===== config.mk =====
export PLATFORM = sky130hd
export DESIGN_NAME = gray4_seq_decoder
export DESIGN_NICKNAME = d
export VERILOG_FILES = /design/src/rtl/gray_dec_pkg.sv /design/src/rtl/gray_adj_checker.sv /design/src/rtl/gray4_seq_decoder.sv
export SDC_FILE = /design/constraint.sdc
export NUM_CORES = 1
export LEC_CHECK = 0
export BUFFER_PORTS_ARGS = -buffer_cell sky130_fd_sc_hd__buf_2
export CORE_MARGIN = 3
export CORE_UTILIZATION = 57
export CTS_CLUSTER_DIAMETER = 30
export DETAILED_ROUTE_END_ITERATION = 12
export HOLD_SLACK_MARGIN = 0.12
export PLACE_DENSITY = 0.79
export SYNTH_ARGS = -nofsm -noshare
export SYNTH_HDL_FRONTEND = slang
export SYNTH_SLANG_ARGS = --single-unit

===== constraint.sdc =====
create_clock -name clk -period 2.74 [get_ports clk]
set_input_delay 0.274 -clock clk [delete_from_list [all_inputs] [get_ports clk]]
set_output_delay 0.274 -clock clk [all_outputs]
set_load 0.03 [all_outputs]

===== src/rtl/gray_dec_pkg.sv =====
// Shared types and helpers for the bit-serial Gray-to-binary decoder.
// Holds the FSM state encoding, default sizing and a popcount helper.
package gray_dec_pkg;

    localparam int DEFAULT_WIDTH     = 4;
    localparam int DEFAULT_ERR_CNT_W = 8;
    localparam int MAX_WIDTH         = 32;

    typedef enum logic [1:0] {
        IDLE   = 2'd0,
        DECODE = 2'd1,
        HOLD   = 2'd2
    } state_t;

    // Callers zero-extend their WIDTH-bit word into the MAX_WIDTH argument.
    function automatic int unsigned popcount(input logic [MAX_WIDTH-1:0] word);
        int unsigned count;
        count = 0;
        for (int i = 0; i < MAX_WIDTH; i++) begin
            count = count + 32'(word[i]);
        end
        return count;
    endfunction

endpackage


===== src/rtl/gray_adj_checker.sv =====
// Tracks the previously accepted code word, flags words that are not exactly
// one bit away from it, and keeps a saturating count of those violations.
module gray_adj_checker
    import gray_dec_pkg::*;
#(
    parameter int WIDTH     = DEFAULT_WIDTH,
    parameter int ERR_CNT_W = DEFAULT_ERR_CNT_W
) (
    input  logic                 clk,
    input  logic                 rst_n,
    input  logic                 accept,
    input  logic [WIDTH-1:0]     in_code,
    input  logic                 hold_enter,
    output logic                 adj_err,
    output logic [ERR_CNT_W-1:0] err_cnt
);

    localparam logic [ERR_CNT_W-1:0] ERR_MAX = '1;

    logic [WIDTH-1:0]     prev_code_q, prev_code_d;
    logic                 prev_valid_q, prev_valid_d;
    logic                 adj_err_q, adj_err_d;
    logic [ERR_CNT_W-1:0] err_cnt_q, err_cnt_d;
    logic [MAX_WIDTH-1:0] diff_ext;
    logic                 step_ok;

    always_comb begin
        prev_code_d  = prev_code_q;
        prev_valid_d = prev_valid_q;
        adj_err_d    = adj_err_q;
        err_cnt_d    = err_cnt_q;

        diff_ext              = '0;
        diff_ext[WIDTH-1:0]   = in_code ^ prev_code_q;
        step_ok               = (popcount(diff_ext) == 1);

        // A repeated identical word has zero differing bits and counts as an error.
        if (accept) begin
            adj_err_d    = prev_valid_q & ~step_ok;
            prev_code_d  = in_code;
            prev_valid_d = 1'b1;
        end

        if (hold_enter && adj_err_q && (err_cnt_q != ERR_MAX)) begin
            err_cnt_d = err_cnt_q + ERR_CNT_W'(1);
        end
    end

    always_ff @(posedge clk) begin
        if (!rst_n) begin
            prev_code_q  <= '0;
            prev_valid_q <= 1'b0;
            adj_err_q    <= 1'b0;
            err_cnt_q    <= '0;
        end else begin
            prev_code_q  <= prev_code_d;
            prev_valid_q <= prev_valid_d;
            adj_err_q    <= adj_err_d;
            err_cnt_q    <= err_cnt_d;
        end
    end

    assign adj_err = adj_err_q;
    assign err_cnt = err_cnt_q;

endmodule


===== src/rtl/gray4_seq_decoder.sv =====
// Bit-serial Gray-to-binary decoder with valid/ready handshakes on both sides.
// Decodes MSB first, one bit per clock, and reports single-step violations.
module gray4_seq_decoder
    import gray_dec_pkg::*;
#(
    parameter int WIDTH     = DEFAULT_WIDTH,
    parameter int ERR_CNT_W = DEFAULT_ERR_CNT_W
) (
    input  logic                 clk,
    input  logic                 rst_n,
    input  logic                 in_valid,
    output logic                 in_ready,
    input  logic [WIDTH-1:0]     in_code,
    output logic                 out_valid,
    input  logic                 out_ready,
    output logic [WIDTH-1:0]     out_bin,
    output logic                 out_adj_err,
    output logic [ERR_CNT_W-1:0] err_cnt,
    output logic                 busy
);

    // The extra index bit acts as an underflow flag once bit 0 has been decoded.
    localparam int IDX_W = $clog2(WIDTH) + 1;

    state_t           state_q, state_d;
    logic [WIDTH-1:0] g_q, g_d;
    logic [WIDTH-1:0] bin_q, bin_d;
    logic [IDX_W-1:0] idx_q, idx_d;
    logic [WIDTH:0]   bin_ext;
    logic             accept;
    logic             decode_done;
    logic             hold_enter;

    assign in_ready    = (state_q == IDLE);
    assign out_valid   = (state_q == HOLD);
    assign busy        = (state_q != IDLE);
    assign out_bin     = bin_q;
    assign accept      = in_valid & in_ready;
    assign bin_ext     = {1'b0, bin_q};
    assign decode_done = idx_q[IDX_W-1];
    assign hold_enter  = (state_q == DECODE) && decode_done;

    always_comb begin
        state_d = state_q;
        g_d     = g_q;
        bin_d   = bin_q;
        idx_d   = idx_q;

        case (state_q)
            IDLE: begin
                if (accept) begin
                    g_d     = in_code;
                    bin_d   = '0;
                    idx_d   = IDX_W'(WIDTH - 1);
                    state_d = DECODE;
                end
            end
            DECODE: begin
                if (decode_done) begin
                    state_d = HOLD;
                end else begin
                    // The zero above the MSB makes b[MSB] = g[MSB] fall out naturally.
                    for (int i = 0; i < WIDTH; i++) begin
                        if (IDX_W'(i) == idx_q) begin
                            bin_d[i] = g_q[i] ^ bin_ext[i+1];
                        end
                    end
                    idx_d = idx_q - IDX_W'(1);
                end
            end
            HOLD: begin
                if (out_ready) begin
                    state_d = IDLE;
                end
            end
            default: begin
                state_d = IDLE;
            end
        endcase
    end

    always_ff @(posedge clk) begin
        if (!rst_n) begin
            state_q <= IDLE;
            g_q     <= '0;
            bin_q   <= '0;
            idx_q   <= '0;
        end else begin
            state_q <= state_d;
            g_q     <= g_d;
            bin_q   <= bin_d;
            idx_q   <= idx_d;
        end
    end

    gray_adj_checker #(
        .WIDTH     (WIDTH),
        .ERR_CNT_W (ERR_CNT_W)
    ) u_adj_checker (
        .clk        (clk),
        .rst_n      (rst_n),
        .accept     (accept),
        .in_code    (in_code),
        .hold_enter (hold_enter),
        .adj_err    (out_adj_err),
        .err_cnt    (err_cnt)
    );

endmodule


# == Word level (Yosys, flattened, before mapping) ==
# Cells that the tools add are included.
# classes
n_addsub,5
eq_ne,15
n_bitwise,7
muxes,14
reduce_logical,15
# ops
op,n
$add 32x1->32,2
$eq 32x1->1 const B,1
$reduce_and 4->1,4
$ne 2x1->1 const B,6
$add 8x1->8 const B,1
$mux 4,2
$ne 8x8->1 const B,1
$pmux 4 s2,1
$eq 2x3->1 const A,2
$mux 2,3
$mux 3,2
$pmux 2 s3,1
$pmux 3 s2,1
$reduce_and 3->1,2
$mux 1,4
$ne 2x2->1 const B,2
$reduce_and 2->1,2
$reduce_bool 2->1,2
$xor 4x4->4,1
$eq 1x3->1 const A,1
$logic_and 1x1->1,3
$logic_not 3->1,1
$sub 3x1->3 const B,1
$xor 1x1->1,3
other kinds (6),7
# word_totals
out_inout_bits,16
regBits,27
wordCells,68

# == Logic depth before layout (Yosys ltp) ==
# logic_depth
word_depth,7
depth_mapped,8
depth_no_buf,8

# == By module ==
# From an unflattened synthesis, not the netlist that was laid out.
# hier_totals
hier_cells,150
hier_area_um2,1436.4
# by_module_without_submodules
mod,n_inst,area_each_um2,cells_each
gray_adj_checker,1,738.2,80
gray4_seq_decoder,1,698.2,70

# == Least setup slack after synthesis ==
# OpenSTA, ideal clock, no wires.
# synth_timing
path_kind,register -> register
startpoint,register u_adj_checker.prev_code_q[0]
endpoint,"register u_adj_checker.adj_err_q, in the netlist u_adj_checker.adj_err"
path_buffers,0
setup_ns,0.132
period_less_slack_ns,1.830
path_stages_with_launch,9
t_arrival_ns,1.697
setup_slack_ns,0.910
path_cell_list,dfxtp_1 -> xor2_1 -> ha_1 -> fa_1 -> ha_1 -> nor2_1 -> nand2_1 -> nand3_1 -> a21oi_1
# synth_between
elab_chain_cells,7
# synth_lines
item,line,source
start: declaration,gray_adj_checker.sv:20,"logic [WIDTH-1:0] prev_code_q, prev_code_d;"
start signal: assignment,gray_adj_checker.sv:56,prev_code_q <= prev_code_d;
$xor 4x4->4,gray_adj_checker.sv:34,diff_ext[WIDTH-1:0] = in_code ^ prev_code_q;
$add 1x1->2,gray_dec_pkg.sv:20,count = count + 32'(word[i]);
$add 32x1->32 (2 in a row),gray_dec_pkg.sv:20,
$eq 32x1->1,gray_adj_checker.sv:35,step_ok = (popcount(diff_ext) == 1);
$not 1->1,gray_adj_checker.sv:39,adj_err_d = prev_valid_q & ~step_ok;
$and 1x1->1,gray_adj_checker.sv:39,
end signal: assignment,gray_adj_checker.sv:58,adj_err_q <= adj_err_d;
end: declaration,gray_adj_checker.sv:22,"logic adj_err_q, adj_err_d;"
# Every way passes these cells.
# A chain may end at the register's enable or synchronous reset.

# == Worst setup path after layout ==
# layout_timing
startpoint,register u_adj_checker.prev_code_q[1]
endpoint,"register u_adj_checker.adj_err_q, in the netlist u_adj_checker.adj_err"
# Same word-level chain as after synthesis.

==> metrics.yaml <==
cp_data_required_time_ps: 2920
grt_overflow_total: 0
path_cells: "xor2_1 -> ha_1 -> fa_1 -> ha_1 -> nor2_1 -> nand2_1 -> nand3_1 -> a21oi_1"
postRouteAntennaNets: 0
crit_path_end_kind: "flop"
via_per_inst: 5.27
fin_skew_ps: 1.29
synth_top_family_by_area: "simple AND/OR/NAND/NOR gates"
critPathMaxStageDelay_ps: 400
power_density_nw_per_um2: 471
yosysWarningCount: 0
grt_max_degree: 24
yosys.area.top_type: "dfxtp_1"
numCtsBuffers: 3
ctsRootBufferMaster: "clkbuf_4"
grt_pass1_vias: 935
cts_tree: "done"
syn-cell-area_sq_um: 1210
multi_input_area_sq_um: 701
cts_buffer_depth: 2
final_core_util_pct: 68.6
cts_max_level: 1
yosysMostFrequentCell: "dfxtp_1"
worstSkewPairLatency_ps: 300
crit_path_top_delay_cell: "dfxtp_1"
die_x_um: 52.1
worstRegToRegCells: 8
fin_crit_ps: 1940
io_buffer_count: 23
slew_headroom_pct: 53.0
die-height_um: 52.1
core_sq_um: 1980
route.detailed.drc: 0
netlist_top_cells_count: "dfxtp_1 (23), nor2_1 (21), nand2_1 (15)"
path_clk_slew_ps: 120
antenna_cells: 0
async_flop_share_pct: 0
maxCapViolations: 0
n_fill_cell: 170
worstSetupPathType: "reg2reg"
cp_num_cells: 8
synthSimpleGateAreaFrac_pct: 26.8
synthXorXnorAreaFrac_pct: 7.23
slew_violations: 0
ctsResizeCount: 0
antenna_found_initial: 0
synth_ff_type: "dfxtp_1"
drive_above_1_share_pct: 18.3
hold_class: "in2reg"
syn_inst: 142
grtUsageTotal_pct: 18.7
synth-adder-area-share_pct: 9.92
rsz0062_at_grt: "no"
final.setup.tns_ps: 0
seqCellArea_sq_um: 460
drtPass1Iterations: 4
fmax_ghz: 0.515
dp_hpwl_um: 1740
area_growth_pct: 12.2
start_util_pct: 61.1
cts_hold_buffers: 0
vdd_drop_max_uv: 290
critPathBufInv: 0
synth_edf_count: 0
hold_path_depth: 3
cp_max_fo: 3
ys_ff_latch: 23
avgSynthCellArea_sq_um: 8.53
leakagePower_nw: 0.620
synth_top_area_share_pct: 38.0
period_share_pct: 70.9
drt_wl_total_um: 2300
clock_sinks: 23
finalHoldViolCount: 0
setup_violations: 0
cp_top_family: "adder cells"
die_area_sq_um: 2710
ys_top_cells_by_area: "dfxtp_1 (38%), ha_1 (8.3%), nor2_1 (6.5%), a21oi_1 (5.4%), nand2_1 (4.6%)"
drtIter0Drc: 22
status: "completed"
synth_compound_area_share_pct: 9.81
vias: 1006
routabilityCongestion: 0.820
cpMostUsedCell: "ha_1"
rows: 16
cp-start-kind: "flop"
ys_seq_area_share_pct: 38.0
worst_pin_slew_ps: 705
cts_setup_buffers: 0
worstPathArrival_ps: 2120
synth_mux_area_share_pct: 4.13
synth_cell_types: 32
synth_nets: 159
pin_count: 24
post_drt_wl_per_cell_um: 12.0
final_nets: 182
grt_pass1_wl_um: 3870
-- per-layer routing --
| layer | up-vias | GRT usage [%] | share of wire [%] |
|---|---|---|---|
| met4 | 0 | 6.55 | 0.57 |
| li1 | 526 | - | - |
| met5 | - | 0 | 0 |
| met1 | 458 | 23.8 | 48 |
| met3 | 2 | 3.15 | 4.0 |
| met2 | 20 | 31.6 | 47 |
-- cells by family after synthesis --
logic type               after synthesis
AND/OR/NAND/NOR                       63
adder cells (fa/ha/maj)                9
buffers and inverters                 11
multiplexers                           5
AO/OA/AOI/OAI                         21
flip-flops                            23
XOR/XNOR                              10
-- layout make-up --
type                            count  area share, %
Timing Repair Buffer               23           8.47
Clock buffer                        4           1.93
Sequential cell                    23           33.9
Tap cell                           27           2.49
Multi-Input combinational cell    108           51.6
Inverter                            6           1.66
-- state kept, by name, indices dropped and copies added (netlist names) --
register,flops
g_q,2
u_adj_checker.prev_valid_q,1
u_adj_checker.adj_err,1
state_q,2
u_adj_checker.prev_code_q,2
idx_q,3
u_adj_checker.err_cnt,8
out_bin,4
-- worst min-delay path: stages --
cell and delay (ps):
buf_2 110, nand2_1 50, a21oi_1 50
-- per-stage QoR --
step	cell area [sq um]	total power [W]	hold slack, ps	worst slack [ps]	instances
finish	1360	0.000639	208	798	191
global route	1360	0.000674	208	698	191
CTS	1360	0.000647	199	778	191
detailed placement	1330	0.000493	477	780	187
global placement	1330	0.000488	468	814	187
floorplan	1210	0.000463	410	910	142
-- cells in the final DEF, fill, tap and decap left out, types with 4 or more instances in the layout --
master / Yosys / layout
xnor2_1: 4 / 4
nand2_1: 15 / 15
mux2i_1: 5 / 5
nand3_1: 6 / 6
xor2_1: 6 / 6
dfxtp_1: 23 / 23
inv_1: 6 / 6
a21oi_1: 13 / 13
nor3_1: 4 / 4
nor2_1: 21 / 21
buf_2: 1 / 23
ha_1: 8 / 8
-- power by group --
group	internal [W]	leakage [nW]	total, W	switching, W
Clock	0.0000568	0.0150	0.000155	0.0000980
Sequential	0.000349	0.187	0.000368	0.0000192
Combinational	0.0000482	0.418	0.000117	0.0000684
Total	0.000454	0.620	0.000639	0.000186
-- final timing paths --
path	start	endpoint	slack, ps
max	u_adj_checker.prev_code_q[1]	u_adj_checker.adj_err	800
min	in_code[0]	u_adj_checker.prev_code_q[0]	210
max reg2reg	u_adj_checker.prev_code_q[1]	u_adj_checker.adj_err	800
min reg2reg	u_adj_checker.prev_valid_q	u_adj_checker.adj_err	490
No activity file was read; power rests on OpenSTA's default activity.
